===== src/rtl/binary_to_bcd.sv =====
// binary_to_bcd
// Sequential double-dabble converter: unsigned binary count in, three BCD
// digits (hundreds/tens/ones) out, with a start/busy/done handshake.
// Values above 999 produce all-4'hF digits and raise overflow so the
// downstream 7-segment decoder shows dashes.
// WIDTH legal range is 4..16; the bit counter is sized for 16.

module binary_to_bcd #(
  parameter int WIDTH = 10
) (
  input  logic             clk,
  input  logic             rst_n,
  input  logic             start,
  input  logic [WIDTH-1:0] bin_in,
  output logic             busy,
  output logic             done,
  output logic             overflow,
  output logic [3:0]       hundreds,
  output logic [3:0]       tens,
  output logic [3:0]       ones
);

  // Combined {BCD[11:0], binary[WIDTH-1:0]} working register width.
  localparam int SR_W = WIDTH + 12;

  // FSM encoding.
  localparam logic [1:0] ST_IDLE  = 2'd0;
  localparam logic [1:0] ST_SHIFT = 2'd1;
  localparam logic [1:0] ST_DONE  = 2'd2;

  // Largest value representable in three BCD digits.
  localparam logic [16:0] MAX_BCD = 17'd999;

  // Add-3 correction of one BCD nibble: digits 5..9 would exceed 9 after the
  // following doubling, so bias them by 3 to force the decimal carry.
  function automatic logic [3:0] add3_nibble(input logic [3:0] nib);
    logic [3:0] res;
    if (nib >= 4'd5) begin
      res = nib + 4'd3;
    end else begin
      res = nib;
    end
    return res;
  endfunction

  // Correct all three BCD nibbles; the binary part is never touched.
  function automatic logic [11:0] add3_bcd(input logic [11:0] bcd);
    return {add3_nibble(bcd[11:8]), add3_nibble(bcd[7:4]), add3_nibble(bcd[3:0])};
  endfunction

  // ---------------------------------------------------------------------------
  // State and datapath registers
  // ---------------------------------------------------------------------------
  logic [1:0]      r_state;
  logic [SR_W-1:0] r_shift;
  logic [4:0]      r_cnt;
  logic            r_ovf_pend;
  logic            r_busy;
  logic            r_done;
  logic            r_overflow;
  logic [3:0]      r_hundreds;
  logic [3:0]      r_tens;
  logic [3:0]      r_ones;

  // Next-state values
  logic [1:0]      w_state_nxt;
  logic [SR_W-1:0] w_shift_nxt;
  logic [4:0]      w_cnt_nxt;
  logic            w_ovf_pend_nxt;
  logic            w_overflow_nxt;
  logic [3:0]      w_hundreds_nxt;
  logic [3:0]      w_tens_nxt;
  logic [3:0]      w_ones_nxt;

  // One double-dabble iteration and the input range test
  logic [SR_W-1:0] w_corrected;
  logic [SR_W-1:0] w_shift_step;
  logic            w_in_ovf;

  // One iteration: correct the BCD nibbles, then shift everything left by one.
  always_comb begin
    w_corrected  = {add3_bcd(r_shift[SR_W-1:WIDTH]), r_shift[WIDTH-1:0]};
    w_shift_step = {w_corrected[SR_W-2:0], 1'b0};
    w_in_ovf     = (17'(bin_in) > MAX_BCD);
  end

  // FSM next-state, working register and result register update logic.
  always_comb begin
    w_state_nxt    = r_state;
    w_shift_nxt    = r_shift;
    w_cnt_nxt      = r_cnt;
    w_ovf_pend_nxt = r_ovf_pend;
    w_overflow_nxt = r_overflow;
    w_hundreds_nxt = r_hundreds;
    w_tens_nxt     = r_tens;
    w_ones_nxt     = r_ones;

    case (r_state)
      ST_IDLE: begin
        if (start) begin
          w_shift_nxt    = {12'b0, bin_in};
          w_cnt_nxt      = 5'(WIDTH);
          w_ovf_pend_nxt = w_in_ovf;
          w_state_nxt    = ST_SHIFT;
        end else begin
          w_state_nxt    = ST_IDLE;
        end
      end

      ST_SHIFT: begin
        w_shift_nxt = w_shift_step;
        w_cnt_nxt   = r_cnt - 5'd1;
        if (r_cnt == 5'd1) begin
          // Last iteration: publish the result taken from the shifted value.
          w_state_nxt = ST_DONE;
          if (r_ovf_pend) begin
            w_overflow_nxt = 1'b1;
            w_hundreds_nxt = 4'hF;
            w_tens_nxt     = 4'hF;
            w_ones_nxt     = 4'hF;
          end else begin
            w_overflow_nxt = 1'b0;
            w_hundreds_nxt = w_shift_step[WIDTH+11:WIDTH+8];
            w_tens_nxt     = w_shift_step[WIDTH+7:WIDTH+4];
            w_ones_nxt     = w_shift_step[WIDTH+3:WIDTH];
          end
        end else begin
          w_state_nxt = ST_SHIFT;
        end
      end

      ST_DONE: begin
        // start is ignored here; a new request is only sampled in IDLE.
        w_state_nxt = ST_IDLE;
      end

      default: begin
        w_state_nxt = ST_IDLE;
      end
    endcase
  end

  // Sequential state: asynchronous reset aborts any conversion silently.
  always_ff @(posedge clk or negedge rst_n) begin
    if (!rst_n) begin
      r_state    <= ST_IDLE;
      r_shift    <= '0;
      r_cnt      <= 5'd0;
      r_ovf_pend <= 1'b0;
      r_busy     <= 1'b0;
      r_done     <= 1'b0;
      r_overflow <= 1'b0;
      r_hundreds <= 4'd0;
      r_tens     <= 4'd0;
      r_ones     <= 4'd0;
    end else begin
      r_state    <= w_state_nxt;
      r_shift    <= w_shift_nxt;
      r_cnt      <= w_cnt_nxt;
      r_ovf_pend <= w_ovf_pend_nxt;
      // busy/done are registered copies of the next-state decode so they line
      // up with r_state without any combinational output path.
      r_busy     <= (w_state_nxt != ST_IDLE);
      r_done     <= (w_state_nxt == ST_DONE);
      r_overflow <= w_overflow_nxt;
      r_hundreds <= w_hundreds_nxt;
      r_tens     <= w_tens_nxt;
      r_ones     <= w_ones_nxt;
    end
  end

  assign busy     = r_busy;
  assign done     = r_done;
  assign overflow = r_overflow;
  assign hundreds = r_hundreds;
  assign tens     = r_tens;
  assign ones     = r_ones;

endmodule


===== config.mk =====
export PLATFORM = sky130hd
export DESIGN_NAME = binary_to_bcd
export DESIGN_NICKNAME = d
export VERILOG_FILES = /design/src/rtl/binary_to_bcd.sv
export SDC_FILE = /design/constraint.sdc
export NUM_CORES = 1
export LEC_CHECK = 0
export BUFFER_PORTS_ARGS = -buffer_cell sky130_fd_sc_hd__buf_4
export CORE_AREA = 5 5 73 88
export CTS_BUF_LIST = sky130_fd_sc_hd__clkbuf_8
export CTS_CLUSTER_DIAMETER = 30
export DETAILED_ROUTE_END_ITERATION = 10
export DIE_AREA = 0 0 78 93
export HOLD_SLACK_MARGIN = 0.08
export PLACE_DENSITY = 0.56
export SETUP_SLACK_MARGIN = 0.05
export SYNTH_ARGS = -nofsm -noshare
export SYNTH_HDL_FRONTEND = slang
export SYNTH_SLANG_ARGS = --single-unit

===== constraint.sdc =====
create_clock -name clk -period 3.54 [get_ports clk]
set_input_delay 0.177 -clock clk [delete_from_list [all_inputs] [get_ports clk]]
set_output_delay 0.177 -clock clk [all_outputs]
set_load 0.02 [all_outputs]

Word-level counts from Yosys, hierarchy flattened:

Index checks and enable logic that the tools add are counted.
W data, S select, Z words.

* bits of input ports: 13
* logic and storage cells: 42
* register bits after elaboration: 45

* add/sub/neg operators: 4
* eq/ne operators: 4
* multiplexer cells: 14
* reductions and logical operators: 6
* $lt $le $gt $ge: 4

Operator list (number)
* $pmux W22 S2: 1
* $mux W22: 1
* $mux W4: 5
* $ge A4 B3 Y1 const B: 3
* $gt A10 B10 Y1 const B: 1
* $pmux W5 S2: 1
* $add A4 B2 Y4 const B: 2
* $reduce_and A2 Y1: 3
* $eq A5 B1 Y1 const B: 1
* $mux W5: 1
* $sub A5 B1 Y5 const B: 1
* $pmux W2 S2: 1
* $reduce_bool A2 Y1: 2
* $add A3 B2 Y3 const B: 1
* $mux W3: 1
* $eq A2 B1 Y1 const B: 1
* $eq A2 B2 Y1 const B: 1
* $logic_not A2 Y1: 1
* $mux W1: 2
* $mux W2: 1
* $ne A2 B2 Y1 const B: 1

Longest topological paths before layout:

Gate-level depths: netlist of run 1.

* depth in word-level cells: 4
* mapped depth: 8
* gate-level depth less buffers: 7

Worst setup path after synthesis of run 1:

No wires, ideal clock.

* path type: register to register
* start point: reg r_shift[14]
* end point: reg r_shift[16]
* path slack: 2.016 ns
* stages on the path, launching flop included: 7
* path buffers: 0
* data arrival time: 1.441 ns
* library setup time: 0.083 ns
* cell sequence: dfrtp_1 > inv_1 > ha_1 > nand2b_1 > a21oi_1 > mux2_2 > o21ai_0

* cells in the longest elaborated chain, start to end: 3
* elaborated cells between the ends (all ways): 4

RTL lines
* start, declared: RTL line 55 `logic [SR_W-1:0] r_shift;`
* start signal, assigned: RTL line 158 `r_shift <= w_shift_nxt;`
* $add A4 B2 Y4 / $ge A4 B3 Y1 (equally long branches): RTL line 39, 38
* $mux W4 *: RTL line 38 `if (nib >= 4'd5) begin`
* $pmux W22 S2 *: RTL line 98 `case (r_state)`

Mark *: on every way between the ends. The rest lies on a longest branch, timed or not.
A chain may end at the register's enable or synchronous reset.

Worst setup path in the final report of run 1:

* start point: reg r_state[0]
* end point: reg r_shift[17]

* cells in the longest elaborated chain, start to end: 3
* elaborated cells between the ends (all ways): 6

RTL lines
* start, declared: RTL line 54 `logic [1:0] r_state;`
* start signal, assigned: RTL line 157 `r_state <= w_state_nxt;`
* $eq A2 B1 Y1 / $logic_not A2 Y1 (equally long branches): RTL line 98
* $reduce_bool A2 Y1 (no line) / $ne A2 B2 Y1 (equally long branches)
* $reduce_and A2 Y1 (no line)

Several ways; a longest one is shown, not always the timed one.

==> flow_summary_export.csv, run 1 <==
group,metric,value,unit
outcome,outcome,"completed",
placed_design,gp_congestion,0.8281,
setup_path,cp.required,3780,ps
detailed_routing,drt_wl_total,4641,um
synthesis,synth-async-reset-ratio,100.0,%
power,p_leak,0.001102,uW
die,core,5518,um^2
setup_path,reg2reg_from,"r_state[0]$_DFF_PN0_",
setup_path,cp.arrival,2180,ps
cts,htreeDepth,2,
power,ir_worst_vdd,0.2716,mV
synthesis,netlist_instances,205,
global_route,grt_pass1_vias,1588,
worst_hold_path,hold_path_class,"primary input to flip-flop",
global_route,grt_first_pass_wirelength,8066,um
finish,n_antenna_cell,0,
worst_hold_path,hold_path_startpoint,"bin_in[0]",
timing,worstMarginPinSlew,869.5,ps
setup_path,critPathMaxFanout,13,
die,rows,30,
global_route,grt_util_all_layers,13.94,%
detailed_routing,viasPerCell,5.313,
timing,rsz0062_at_grt,"false",
detailed_routing,drc,0,
timing,drv_slew,0,
finish,area_growth,15.75,%
placed_design,io_buffers,27,
cts,cts.clk_slew.worst_paths,90,ps
synthesis,yosysSeqAreaShare,52.88,%
global_route,grt_max_degree,46,
cts,insertion_delay,300,ps
cts,clk_path_buf_depth,2,
synthesis,synth_edf_count,0,
timing,timing.final.crit_share,54.85,%
timing,fin_skew,13.93,ps
cts,cts_tree,"done",
synthesis,synth_area,2130,um^2
die,die_area,7254,um^2
synthesis,ys_top_cells_by_area,"dfrtp_1 (53%), a21oi_1 (4.7%), ha_1 (4.7%)",
synthesis,synth_most_common_cell,"dfrtp_1",
die,initial_core_util,38.59,%
setup_path,startpoint,"r_state[0]$_DFF_PN0_",
setup_path,start_kind,"flip-flop",
global_route,antenna_found_initial,0,
finish,regArea,1126,um^2
synthesis,ys_types,33,
die,io_pins,28,
synthesis,synth_area_leader_cell,"dfrtp_1",
detailed_routing,wl_per_cell,15.63,um
flow_run,maxCapViolations,0,
cts,clockRootBuffer,"clkbuf_8",
timing,layout_min_cycle_time,1942,ps
detailed_routing,vias,1578,
synthesis,syn_nets,226,
timing,max_freq,0.5150,GHz
setup_path,endpoint_kind,"flip-flop",
synthesis,synth-seq-cells,45,
synthesis,yosysWarnings,0,
detailed_routing,firstDrtPassIters,4,
timing,final-hold-violation-count,0,
synthesis,synth-main-ff-cell,"dfrtp_1",
die,chipWidth,78,um
synthesis,synth.avg_cell_area,10.39,um^2
synthesis,synth.top_cell.area_share,52.88,%
setup_path,crit_type,"flip-flop to flip-flop",
finish,nets,253,
finish,nFillCells,545,
synthesis,synth_common_cells,"dfrtp_1 (45), a21oi_1 (20), o21ai_0 (20)",
die,die_h,93,um
placed_design,hpwlAfterDp,3123,um
finish,layout-drive-gt1-share,17.60,%
cts,cts_buffers,5,
cts,cts.sinks,45,
detailed_routing,final_antenna_net_count,0,
finish,multiInputGateArea,910.9,um^2
cts,ctsResizeCount,0,
power,p_per_area,925.4,nW/um^2
global_route,grt-ovfl-total,0,
detailed_routing,drt-initial-drc-count,96,
timing,fin_tns_setup,0,ps
timing,slew_headroom,41.91,%
placed_design,dpl_cell_area,2372,um^2
finish,final_area,2465,um^2
timing,report.final.setup_viol,0,
critical path: stages (launching register included):
cell	delay [ps]
dfrtp_1	510
o21bai_1	750
inv_1	330
o31ai_1	150
a32o_1	150
registers in the layout (all words and copies together), names as in the netlist:
name	cells
ones	4
tens	4
done	1
overflow	1
r_state	2
r_shift	22
hundreds	4
r_cnt	5
busy	1
r_ovf_pend	1
cells in the final DEF, fill, tap and decap left out, types with 2 or more instances in the layout:
master / n
dfrtp_1: 45
clkinv_2: 2
a21oi_1: 20
nand2b_1: 6
o22a_1: 3
a32o_1: 3
o31ai_1: 4
nor2_1: 12
inv_1: 12
xnor2_1: 4
a22oi_1: 10
ha_1: 8
buf_4: 28
o21ai_0: 20
nor2b_1: 11
a2111oi_0: 2
mux2_2: 3
o22ai_1: 2
nand2_1: 14
a22o_1: 3
nor3b_1: 5
clkbuf_8: 5
stage by stage:
stage / hold slack (ps) / total power (uW) / utilization (%) / worst slack [ps] / cells
global placement: 223.2 / 1983 / 42.99 / 1629 / 288
detailed placement: 218.7 / 1999 / 42.99 / 1543 / 288
global route: 158.8 / 2489 / 44.67 / 1345 / 297
finish: 143.8 / 2281 / 44.67 / 1598 / 297
CTS: 130.3 / 2317 / 44.67 / 1553 / 297
floorplan: -118.6 / 1665 / - / 2016 / 205
kinds of logic after synthesis:
family | count (synthesis) | share of synthesized area [%]
AOI/OAI and AO/OA | 71 | 21.27
and+or+nand+nor | 53 | 13.57
DFF | 45 | 52.88
buffers and inverters | 21 | 4.347
adders and majority gates | 8 | 4.701
xor gates and xnor gates | 4 | 1.645
muxes | 3 | 1.586
per-layer routing:
layer	GRT usage [%]	vias up	routed length [um]
li1	-	785	-
met1	18.68	757	2105
met2	22.21	29	2265
met3	3.179	7	192
met4	4.648	0	78
met5	0	-	0
timing repair:
action,4_1_cts,5_1_grt
buffers inserted,0,0
hold endpoints to repair,45,0
hold buffers,1,0
area by class of cell:
cell class	instances	area share, %
inverter	12	1.827
tap	64	3.249
clock inverter	3	0.5584
timing repair buffer	29	8.934
sequential	45	45.69
clock buffer	5	2.792
multi-input combinational	139	36.95
where the power goes:
part | switching, uW | internal, uW
Clock | 176 | 134
Sequential | 206 | 738
Combinational | 556 | 470
Total | 938 | 1340
final timing paths:
check                                           to  slack [ps]  cells past startpoint
max                        r_shift[17]$_DFFE_PN0P_        1600                      4
min                         r_shift[0]$_DFFE_PN0P_         140                      3
max reg2reg                r_shift[17]$_DFFE_PN0P_        1600                      4
min reg2reg                    ones[0]$_DFFE_PN0P_         480                      2
max in group asynchronous     r_state[1]$_DFF_PN0_        2720                      2
min in group asynchronous  hundreds[2]$_DFFE_PN0P_         410                      2
(Power assumes the default switching activity.)
==> inputs of run 2 (changes only) <==
--- a/config.mk
+++ b/config.mk
@@ -12,7 +12,7 @@
 export DETAILED_ROUTE_END_ITERATION = 10
 export DIE_AREA = 0 0 78 93
 export HOLD_SLACK_MARGIN = 0.08
-export PLACE_DENSITY = 0.56
+export PLACE_DENSITY = 0.58
 export SETUP_SLACK_MARGIN = 0.05
 export SYNTH_ARGS = -nofsm -noshare
 export SYNTH_HDL_FRONTEND = slang
==> constraint.sdc (replaced) <==
create_clock -name clk -period 1.7 [get_ports clk]
set_input_delay 0.085 -clock clk [delete_from_list [all_inputs] [get_ports clk]]
set_output_delay 0.085 -clock clk [all_outputs]
set_load 0.02 [all_outputs]
==> flow_summary_export.csv, run 2 (synthesized netlist as in run 1, its figures left out) <==
group,metric,value,unit
outcome,outcome,"completed",
flow_run,maxCapViolations,0,
die,die_area,7254,um^2
finish,largest-register,"r_shift",
finish,n_antenna_cell,0,
timing,drv_slew,0,
finish,multiInputGateArea,962.2,um^2
global_route,grt-ovfl-total,0,
setup_path,start_kind,"flip-flop",
finish,postLayoutCoreUtil,50.05,%
setup_path,r2r-end,"hundreds[3]$_DFFE_PN0P_",
finish,regArea,1126,um^2
finish,final_cell_mix,"buf_4 (47), dfrtp_1 (45), o21ai_0 (19)",
finish,nets,277,
detailed_routing,firstDrtPassIters,4,
placed_design,hpwlAfterDp,3324,um
placed_design,dpl_cell_area,2485,um^2
detailed_routing,vias,1698,
die,rows,30,
worst_hold_path,hold_path_class,"primary input to flip-flop",
timing,rsz0062_at_grt,"true",
cts,cts.sinks,45,
global_route,grt_pass1_vias,1725,
die,die_h,93,um
cts,cts_buffers,5,
die,io_pins,28,
cts,htreeDepth,2,
setup_path,reg2regPathDepth,6,
global_route,antenna_found_initial,0,
timing,layout_min_cycle_time,1602,ps
cts,insertion_delay,290,ps
die,core,5518,um^2
setup_path,cp.arrival,1770,ps
timing,fin_skew,7.270,ps
detailed_routing,final_antenna_net_count,0,
setup_path,critPathMaxFanout,7,
timing,worstMarginPinSlew,574.1,ps
detailed_routing,drc,0,
global_route,grt_first_pass_wirelength,8224,um
detailed_routing,viasPerCell,5.290,
timing,max_freq,0.6243,GHz
setup_path,setup.reg_to_reg.worst_slack,100,ps
finish,largest_reg_flops,22,
detailed_routing,drt-initial-drc-count,79,
timing,slew_headroom,61.72,%
power,p_per_area,1992,nW/um^2
cts,clockRootBuffer,"clkbuf_8",
setup_path,crit_type,"flip-flop to flip-flop",
placed_design,gp_congestion,0.7910,
setup_path,reg2reg_from,"r_cnt[1]$_DFFE_PN0P_",
finish,reg_top3,"r_shift: 22 flops, r_cnt: 5 flops",
setup_path,cp.required,1870,ps
finish,final_area,2761,um^2
die,chipWidth,78,um
cts,clk_path_buf_depth,2,
power,p_leak,0.001252,uW
placed_design,io_buffers,27,
die,initial_core_util,38.59,%
worst_hold_path,hold_path_startpoint,"bin_in[4]",
finish,final_common_cell,"buf_4",
timing,timing.final.crit_share,94.22,%
setup_path,endpoint_kind,"flip-flop",
finish,area_growth,29.67,%
finish,nFillCells,522,
detailed_routing,drt_wl_total,4915,um
setup_path,startpoint,"r_cnt[1]$_DFFE_PN0P_",
detailed_routing,wl_per_cell,15.31,um
timing,final-hold-violation-count,0,
timing,report.final.setup_viol,0,
timing,holdWs,88.03,ps
worst_hold_path,hold_end,"r_shift[4]$_DFFE_PN0P_",
cts,cts.clk_slew.worst_paths,80,ps
global_route,grt_util_all_layers,13.99,%
global_route,grt_max_degree,46,
finish,layout-drive-gt1-share,26.85,%
cts,cts_tree,"done",
power,ir_worst_vdd,0.6393,mV
worst_hold_path,hold_depth,3,
[run 2: cell types whose count changed in the layout (fill, tap and decap cells not counted), sizes merged]
cell / before / now
buf: 28 / 48
clkinv: 2 / 1
inv: 13 / 12
bufinv: 0 / 2
dlygate4sd3: 1 / 5
[run 2: final cells by class]
class / instances / area share [%]
clock buffers: 5 / 2.492
clock inverters: 3 / 2.356
inverters: 12 / 1.631
multi-input cells: 139 / 34.84
flip-flops and latches: 45 / 40.78
well taps: 64 / 2.900
repair buffers: 53 / 15.00
[run 2: worst max-delay path, stage by stage (launching register included)]
cell	delay, ps
dfrtp_1	390
inv_1	110
ha_1	150
nor4b_4	260
nand2_4	140
a2111oi_1	370
nor2_1	70
[run 2: stage by stage]
stage | instances | total power [uW] | TNS [ps] | setup WS, ps
2_1_floorplan | 205 | 3467 | 0 | 175.9
3_3_place_gp | 303 | 4342 | 0 | 62.33
3_5_place_dp | 303 | 4380 | 0 | 47.96
4_1_cts | 316 | 5366 | 0 | 70.29
5_1_grt | 321 | 5940 | -13.40 | -13.40
6_report | 321 | 5500 | 0 | 98.25
[run 2: worst max-delay path by stage]
stage	to	slack, ps	cells after the start
after floorplan	r_shift[16]$_DFFE_PN0P_	180	6
after CTS	hundreds[3]$_DFFE_PN0P_	70	6
after global routing	ones[2]$_DFFE_PN0P_	-10	6
after global placement	r_shift[12]$_DFFE_PN0P_	60	6
after detailed placement	r_shift[12]$_DFFE_PN0P_	50	6
final	hundreds[3]$_DFFE_PN0P_	100	6
[run 2: power by group]
group	internal, uW	leakage [uW]	total (uW)	switching (uW)
Combinational	1280	0.000626	2620	1350
Sequential	1540	0.000558	1940	399
Clock	584	0.0000681	939	355
[run 2: timing repair]
action	CTS	global route
endpoints found under the hold margin	50	0
gates cloned	0	0
setup buffers	0	5
hold buffers	5	0
resized for setup	3	12
endpoints found under the setup margin	4	17
pin swaps	0	3
[run 2: per-layer routing]
layer	wire length, um	global-route usage (%)	vias up
met3	221	3.083	4
met1	2128	17.36	826
met5	0	0	-
li1	-	-	833
met4	38	4.507	0
met2	2528	24.03	35
